`src/rtl/fibo_seq_gen.sv`:
```
// fibo_seq_gen: WIDTH-bit LED sequence generator (Fibonacci, Lucas or up-counter).
// The sequence advances on an internal clock-enable divider in RUN, or one term per
// step pulse in IDLE/HOLD.
// Ports:
//   clk, reset (async, active-low)
//   mode[1:0]  0 Fibonacci, 1 Lucas, 2 up-counter, 3 Fibonacci
//   start/stop/step/clear  synchronous control (priority clear > stop > start > step)
//   out[WIDTH-1:0]  current term (register b)
//   adv_o           one-cycle pulse in the cycle out shows a new term
//   ovf             sticky overflow flag
//   running         high while in RUN
module fibo_seq_gen #(
    parameter int unsigned WIDTH      = 8,
    parameter int unsigned DECIMATION = 16,
    parameter int unsigned CNT_W      = 20,
    parameter int unsigned WRAP       = 0
) (
    input  logic             clk,
    input  logic             reset,
    input  logic [1:0]       mode,
    input  logic             start,
    input  logic             stop,
    input  logic             step,
    input  logic             clear,
    output logic [WIDTH-1:0] out,
    output logic             adv_o,
    output logic             ovf,
    output logic             running
);

    typedef enum logic [1:0] {ST_IDLE, ST_RUN, ST_HOLD} state_t;

    localparam logic [CNT_W-1:0] DIV_LAST = CNT_W'(DECIMATION - 1);
    localparam logic [1:0]       MODE_CNT = 2'd2;

    state_t           state_q, state_d;
    logic [1:0]       mode_q, mode_d;
    logic [WIDTH-1:0] a_q, a_d;
    logic [WIDTH-1:0] b_q, b_d;
    logic [CNT_W-1:0] div_q, div_d;
    logic             adv_q, adv_d;
    logic             ovf_q, ovf_d;
    logic             running_q, running_d;
    logic             do_adv;
    logic [WIDTH:0]   sum;

    // Seed pair per mode: Fibonacci (0,1), Lucas (2,1), counter (0,0).
    function automatic logic [WIDTH-1:0] seed_a(input logic [1:0] m);
        return (m == 2'd1) ? WIDTH'(2) : '0;
    endfunction

    function automatic logic [WIDTH-1:0] seed_b(input logic [1:0] m);
        return (m == MODE_CNT) ? '0 : WIDTH'(1);
    endfunction

    // Candidate next term with carry-out for overflow detection.
    always_comb begin
        if (mode_q == MODE_CNT) begin
            sum = {1'b0, b_q} + (WIDTH + 1)'(1);
        end else begin
            sum = {1'b0, a_q} + {1'b0, b_q};
        end
    end

    // Next-state, sequencing and divider control.
    always_comb begin
        state_d = state_q;
        mode_d  = mode_q;
        a_d     = a_q;
        b_d     = b_q;
        div_d   = div_q;
        ovf_d   = ovf_q;
        adv_d   = 1'b0;
        do_adv  = 1'b0;

        if (clear) begin
            state_d = ST_IDLE;
            a_d     = seed_a(mode_q);
            b_d     = seed_b(mode_q);
            ovf_d   = 1'b0;
            div_d   = '0;
        end else begin
            unique case (state_q)
                ST_IDLE: begin
                    mode_d = mode;
                    // A mode change reloads the seed; a step in that same cycle only moves to HOLD.
                    if (mode != mode_q) begin
                        a_d = seed_a(mode);
                        b_d = seed_b(mode);
                    end
                    if (start) begin
                        state_d = ST_RUN;
                        div_d   = '0;
                    end else if (step) begin
                        state_d = ST_HOLD;
                        do_adv  = (mode == mode_q);
                    end
                end
                ST_RUN: begin
                    // stop beats a coincident tick; the divider stays frozen in HOLD.
                    if (stop) begin
                        state_d = ST_HOLD;
                    end else if (div_q == DIV_LAST) begin
                        div_d  = '0;
                        do_adv = 1'b1;
                    end else begin
                        div_d = div_q + CNT_W'(1);
                    end
                end
                ST_HOLD: begin
                    if (start) begin
                        state_d = ST_RUN;
                        div_d   = '0;
                    end else if (step) begin
                        do_adv = 1'b1;
                    end
                end
                default: state_d = ST_IDLE;
            endcase

            if (do_adv) begin
                adv_d = 1'b1;
                if (!sum[WIDTH]) begin
                    if (mode_q != MODE_CNT) begin
                        a_d = b_q;
                    end
                    b_d = sum[WIDTH-1:0];
                end else begin
                    ovf_d = 1'b1;
                    if (WRAP != 0) begin
                        a_d = b_q;
                        b_d = sum[WIDTH-1:0];
                    end else begin
                        a_d = seed_a(mode_q);
                        b_d = seed_b(mode_q);
                    end
                end
            end
        end

        running_d = (state_d == ST_RUN);
    end

    // State and datapath registers.
    always_ff @(posedge clk or negedge reset) begin
        if (!reset) begin
            state_q   <= ST_IDLE;
            mode_q    <= 2'd0;
            a_q       <= '0;
            b_q       <= WIDTH'(1);
            div_q     <= '0;
            adv_q     <= 1'b0;
            ovf_q     <= 1'b0;
            running_q <= 1'b0;
        end else begin
            state_q   <= state_d;
            mode_q    <= mode_d;
            a_q       <= a_d;
            b_q       <= b_d;
            div_q     <= div_d;
            adv_q     <= adv_d;
            ovf_q     <= ovf_d;
            running_q <= running_d;
        end
    end

    assign out     = b_q;
    assign adv_o   = adv_q;
    assign ovf     = ovf_q;
    assign running = running_q;

endmodule

```
`config.mk`:
```
export PLATFORM = sky130hd
export DESIGN_NAME = fibo_seq_gen
export DESIGN_NICKNAME = d
export VERILOG_FILES = /design/src/rtl/fibo_seq_gen.sv
export SDC_FILE = /design/constraint.sdc
export NUM_CORES = 1
export LEC_CHECK = 0
export BUFFER_PORTS_ARGS = -buffer_cell sky130_fd_sc_hd__buf_4
export CAP_MARGIN = 20
export CORE_ASPECT_RATIO = 1.75
export CORE_MARGIN = 2
export CORE_UTILIZATION = 56
export CTS_BUF_LIST = sky130_fd_sc_hd__clkbuf_4
export DETAILED_ROUTE_END_ITERATION = 8
export GPL_TIMING_DRIVEN = 0
export PLACE_DENSITY = 0.78
export SYNTH_ARGS = -nofsm -noshare
export SYNTH_HDL_FRONTEND = slang
export SYNTH_SLANG_ARGS = --single-unit
```
`constraint.sdc`:
```
create_clock -name clk -period 2.85 [get_ports clk]
set_clock_uncertainty 0.2 [all_clocks]
set_input_delay 0.7125 -clock clk [delete_from_list [all_inputs] [get_ports clk]]
set_output_delay 0.7125 -clock clk [all_outputs]
set_load 0.02 [all_outputs]
```
==> metrics.txt, run 1 <==
worst reg2reg endpoint=a_q[7]$_DFF_PN0_; Req. time, crit path=between 2000 and 3000 ps; Wirelength per Cell=between 15 and 20 um; first-pass GRT wire length=around 10 mm; Largest stage delay, worst path=roughly 400 ps; Routed WL=6.22 mm; vias in the first global route=~2,300; diodes inserted=0; area of the mapped netlist=~2500 um2; drt first pass iters=5; Netlist cell types=50; CTS tree=done; Hold/Removal Path Class=in2async; final setup margin=78.6 ps; die area=between 5000 and 6000 um2; uppermost layer routed=met4; GP Congestion=0.940; worst reg-to-reg setup slack=roughly 80 ps; YS warnings=0; minimum clock period=~2800 ps; Post-CTS Hold Fix Bufs=0; status=completed; RR Startpoint=mode_q[0]$_DFFE_PN0P_; setup TNS=0 ps; worst skew pair latency=360 ps; row cnt=32; final hold vios=0; Detail Route met2 WL=3.63 mm; number of synthesized flops with an enable pin=0; initial antenna violation count=0; clk buf depth=2; top cells by area, synth=dfrtp_1 (42%), o21ai_0 (5.0%), a22o_1 (4.9%); residual DRC count=0; Syn-to-layout area delta=16.7%; layout cell share with drive strength beyond 1=between 15 and 20%; CTS H-tree lvls=2; post-route cell area=about 3000 um2; CTS Buf Count=5; period utilisation layout=97.2%; worst setup path class=reg2reg; area of the core=roughly 4400 um2; detailed-routed wire length on met3=108 um; post-synth top area cell=dfrtp_1; Die H=about 93 um; Worst setup EP type=register; IO Count=19; Metal-1 WL=about 2.3 mm; TritonCTS Sinks=43; nets=324; Commonest cells post-synth=dfrtp_1 (42), nor2_1 (28), o21ai_0 (25); crit path launch type=register; Pleak=between 1 and 1.5 nW; area of placed instances=about 2800 um2; Hold WS=about 110 ps; syn nets=290; top-count cell post-synth=dfrtp_1; Crit-path slowest cell=dfrtp_1; Primary FF master, synth=dfrtp_1; reg2reg path depth=13; power per standard cell area=a little over 400 nW/um2; Antenna Nets Post-Route=0; Cells after Synth=around 270; gr ovfl total=0; register area share after synthesis=between 40% and 50%; pin count of the biggest net entering global routing=44; # port buffers=18; initial core utilization=57.9%; #FFs+latches synth=43; clk slew on worst S/H paths=~140 ps; Slew HR=slightly below 50%; CTS Root Cell=clkbuf_4; Worst EP arrival=about 2800 ps; GRT Overall Usage=roughly 27%; CP cell instances=nand2b_4, buf_8, nand2b_4, ha_4, inv_1, fa_2, nand2b_4, a21oi_4, o21ai_4, o211a_1, buf_6, a31o_4, a22o_1; Max Fanout on Critical Path=7; placed wire-length estimate=between 4 and 5 mm; most used cell, CP=nand2b_4; Final Max Tran Viols=0; Vias=roughly 2,300; routed vias/inst=between 6 and 7; VDD IR-drop max=between 0.2 and 0.3 mV; Max-cap violations=0; pre-CTS setup slack=-311 ps; final core occ=just under 70%; Chip Width=approximately 55 um; fmax=around 360 MHz; Final setup viols=0; number of DRC markers in iteration 0=72; Syn Area/Cell=between 9 and 10 um2; FFs w/ async S/R, synth=100%; area share of the largest cell type after synthesis=between 40% and 50%; Slew @ Worst Pin=772 ps
layout make-up:
type	instances	area, um2
buffer	10	58.8
inverter	5	18.8
timing repair buffer	28	210
sequential	43	1080
clock buffer	8	60.1
multi-input combinational	213	1460
fill	380	1420
tap	51	63.8
worst max-delay path, delay by kind of cell (launching register included):
family                   cells  cell delay, ps
AND/OR/NAND/NOR              3             370
flip-flops                   1             400
adder cells (fa/ha/maj)      2             520
AO/OA/AOI/OAI                5             850
buffers and inverters        3             300
per-layer routing:
metal	GRT usage (%)	up-vias
met5	0	-
met4	11.5	0
met3	3.71	12
met2	50.4	38
met1	28.3	1138
li1	-	1071
through the flow:
| step | power, mW | instances |
|---|---|---|
| after global routing | 1.27 | 358 |
| after CTS | 1.19 | 353 |
| after floorplan | 0.783 | 272 |
| after global placement | 0.847 | 341 |
| final | 1.21 | 358 |
| after detailed placement | 0.853 | 341 |
cell families (layout without fill, tap and decap cells):
kind of cell / after synthesis / in the layout / share of synthesized area [%]
and+or+nand+nor: 114 / 114 / 24.8
adders and majority gates: 10 / 10 / 5.25
AOI/OAI and AO/OA: 76 / 76 / 19.9
buffers and inverters: 16 / 51 / 2.67
xor gates and xnor gates: 10 / 10 / 3.47
muxes: 3 / 3 / 1.29
DFF: 43 / 43 / 42.6
sequential cells by signal, summed over array words and instances (netlist names):
| signal | count |
|---|---|
| running | 1 |
| a_q | 8 |
| adv_o | 1 |
| div_q | 20 |
| ovf | 1 |
| state_q | 2 |
| out | 8 |
| mode_q | 2 |
how the worst max path moves through the flow:
stage	from	cells past startpoint	end	slack [ps]
after floorplan	mode_q[0]$_DFFE_PN0P_	14	a_q[0]$_DFF_PN0_	5
after global placement	mode_q[0]$_DFFE_PN0P_	14	a_q[2]$_DFF_PN0_	-290
after detailed placement	mode_q[0]$_DFFE_PN0P_	14	a_q[7]$_DFF_PN0_	-310
after CTS	mode_q[0]$_DFFE_PN0P_	13	a_q[7]$_DFF_PN0_	6
after global routing	mode_q[0]$_DFFE_PN0P_	13	a_q[2]$_DFF_PN0_	-2
final	mode_q[0]$_DFFE_PN0P_	13	a_q[7]$_DFF_PN0_	80
power breakdown:
group | total [mW] | leakage [nW] | internal [mW] | switching (mW)
logic | 0.238 | 0.748 | 0.105 | 0.133
clock network | 0.326 | 0.0368 | 0.127 | 0.199
registers | 0.648 | 0.588 | 0.630 | 0.0186
total | 1.21 | 1.37 | 0.862 | 0.351
placed cells by master (no fill, tap or decap), types with 7 or more instances in the layout:
| cell type | n |
|---|---|
| ha_1 | 8 |
| nor3_1 | 7 |
| nand3_1 | 10 |
| a21oi_1 | 11 |
| nor4_1 | 9 |
| dfrtp_1 | 41 |
| a22o_1 | 14 |
| o21ai_0 | 25 |
| buf_4 | 28 |
| nor2_1 | 28 |
| nand2_1 | 16 |
| clkbuf_4 | 8 |
what timing repair did:
action	4_1_cts	5_1_grt
endpoints found under the hold margin	0	0
gates resized for setup	7	6
setup buffers	5	5
setup endpoints to repair	8	8
pin swaps	4	3
No activity file was read; power rests on OpenSTA's default activity.
==> inputs of run 2 (changes only) <==
ABC_AREA = 1   (was not set)
CORE_UTILIZATION = 63   (was 56)
PLACE_DENSITY = 0.83   (was 0.78)
clock period = 2.6 ns   (was 2.85 ns; I/O delays follow)
==> run 2 against run 1 <==
Global-route usage rose by 2.5 points; design area rose by 5.6%; hold slack got worse by 65 ps; routed wire length rose by 2.1%; power rose by 27%; register-to-register slack improved by 50 ps; critical endpoint is now a_q[1]$_DFF_PN0_; largest cell class unchanged; largest power group unchanged.
==> metrics.txt, run 2 <==
fmax=405 MHz (+12%); Netlist cell types=40 (-20%); pre-CTS setup slack=-446 ps (-135 ps); worst setup path class=reg2reg; Max-cap violations=0 (unchanged); Worst setup EP type=register; routed vias/inst=5.61 (-11%); Req. time, crit path=2710 ps (-190 ps); Syn-to-layout area delta=14.5%; nets=404 (+25%); Slew HR=63.9% (+16 points); pin count of the biggest net entering global routing=44 (unchanged); most common cell after layout, fill and taps aside=nand2_1; number of DRC markers in iteration 0=85 (+18%); Tot Pwr=1.54 mW (+27%); Vias=2,447 (+8.3%); clk buf depth=2 (unchanged); CTS Buf Count=5 (unchanged); residual DRC count=0 (unchanged); Primary FF master, synth=dfrtp_1; CTS H-tree lvls=2 (unchanged); final hold vios=0 (unchanged); initial antenna violation count=0 (unchanged); initial core utilization=65.5% (+7.6 points); IO Count=19 (unchanged); TritonCTS Sinks=43 (unchanged); Chip Width=53.7 um (-2.0%); GP Congestion=0.806 (-14%); area share of the largest cell type after synthesis=38.7% (-2.9 points); drt first pass iters=4 (-1); area of the mapped netlist=2720 um2 (+7.6%); power per standard cell area=495 nW/um2 (+20%); top cells by area, synth=dfrtp_1 (39%), nand2_1 (10%), inv_1 (6.4%); Die H=90.9 um (-2.1%); max reg flops=20 (unchanged); CTS Root Cell=clkbuf_4; row cnt=31 (-3.1%); Wirelength per Cell=14.6 um (-16%); syn nets=372 (+28%); layout cell share with drive strength beyond 1=22.5% (+3.3 points); top-count cell post-synth=nand2_1; vias in the first global route=2,457 (+8.7%); CTS tree=done; placed wire-length estimate=4.59 mm (+5.0%); first-pass GRT wire length=10.7 mm (+5.1%); worst skew pair latency=370 ps (about the same); YS warnings=0 (unchanged); gr ovfl total=0 (unchanged); Slew @ Worst Pin=541 ps (-231 ps); Pleak=1.56 nW (+13%); period utilisation layout=95.1% (-2.2 points); # port buffers=18 (unchanged); final core occ=75.0% (+7.5 points); number of synthesized flops with an enable pin=0 (unchanged); largest register by flop count=div_q; Max Fanout on Critical Path=10 (+3); Hold/Removal Path Class=in2async; diodes inserted=0 (unchanged); minimum clock period=2470 ps (-300 ps); post-synth top area cell=dfrtp_1; Worst EP arrival=2580 ps (-240 ps); area of the core=4150 um2 (-4.9%); #FFs+latches synth=43 (unchanged); Routed WL=6.35 mm (+2.1%); Commonest cells post-synth=nand2_1 (75), inv_1 (46), dfrtp_1 (42); Syn Area/Cell=7.68 um2 (-17%); Antenna Nets Post-Route=0 (unchanged); Post-CTS Hold Fix Bufs=0 (unchanged); Final Max Tran Viols=0 (unchanged); Final setup viols=0 (unchanged); clk slew on worst S/H paths=140 ps (about the same); reg2reg path depth=12 (-1); GRT Overall Usage=29.7% (+2.5 points); final setup margin=129 ps (+50.0 ps); Cells after Synth=354 (+30%); Hold WS=44.7 ps (-65.2 ps); status=completed; VDD IR-drop max=0.398 mV (+40%); RSZ-0062 raised after global routing=no; register area share after synthesis=39.6% (-3.0 points); FFs w/ async S/R, synth=100% (unchanged); most frequent cells in the layout=nand2_1 (72), inv_1 (43), dfrtp_1 (41); die area=4880 um2 (-4.1%); crit path launch type=register
-- run 2: cell count changes in the layout (fill, tap and decap cells not counted), sizes merged, moves of 8 or more --
cell | previous run | this run
nand2 | 16 | 84
inv | 5 | 50
nand3 | 10 | 29
nor2 | 28 | 45
a22o | 14 | 2
nor4 | 10 | 1
clkbuf | 14 | 6
-- run 2: worst paths after layout --
path	startpoint	to	slack (ps)
max	mode_q[1]$_DFFE_PN0P_	a_q[1]$_DFF_PN0_	130
min	reset	adv_o$_DFF_PN0_	40
max reg2reg	mode_q[1]$_DFFE_PN0P_	a_q[1]$_DFF_PN0_	130
min reg2reg	out[0]$_DFFE_PN1P_	out[0]$_DFFE_PN1P_	330
max in group asynchronous	reset	mode_q[1]$_DFFE_PN0P_	1750
min in group clk	clear	state_q[1]$_DFF_PN0_	300
-- run 2: worst max-delay path: stages (launching register included) --
cell and delay, ps:
dfrtp_2 460, nand2_4 140, clkinvlp_4 180, nor2_1 130
ha_1 310, nand2_1 120, inv_1 60, a21oi_2 200
nand2_2 130, nor2_4 170, buf_6 170, nand2_1 80
nand3_2 80
-- run 2: cells by family after synthesis --
kind of cell	count (synthesis)	synth area share, %
simple gates	170	28.5
compound gates	65	15.0
buf+inv	57	9.07
flops	43	39.6
fa+ha+maj	10	4.88
xor+xnor	9	2.90
-- run 2: where the power goes --
group	total [mW]	switching, mW	internal [mW]
Clock	0.533	0.234	0.299
Combinational	0.299	0.193	0.106
Sequential	0.708	0.0172	0.690
-- run 2: cell type report --
class	instances	area [um2]
plain buffers	5	51.3
flip-flops and latches	43	1080
fillers	313	1040
clock inverters	3	67.6
clock buffers	5	37.5
repair inverters	1	5.00
well taps	49	61.3
repair buffers	25	200
multi-input cells	254	1420
inverters	51	195
-- run 2: timing repair --
| action | in CTS | in global routing |
|---|---|---|
| endpoints found under the setup margin | 17 | 16 |
| gates resized for setup | 4 | 7 |
| pin swaps | 1 | 2 |
| cloned | 1 | 0 |
| buffers inserted | 3 | 4 |
-- run 2: stage by stage --
stage	instances	setup TNS [ps]	cell area (um2)
after floorplan	354	0	2720
after global placement	421	-4820	2910
after detailed placement	421	-6220	2910
after CTS	432	0	3070
after global routing	436	0	3110
final	436	0	3110
-- run 2: routing by layer --
layer  track usage (%)  routed length, um  vias up
met2              53.6               3680       61
li1                  -                  -     1208
met1              30.4               2280     1155
met5                 0                  0        -
met3              5.30                176       23
met4              15.4                216        0
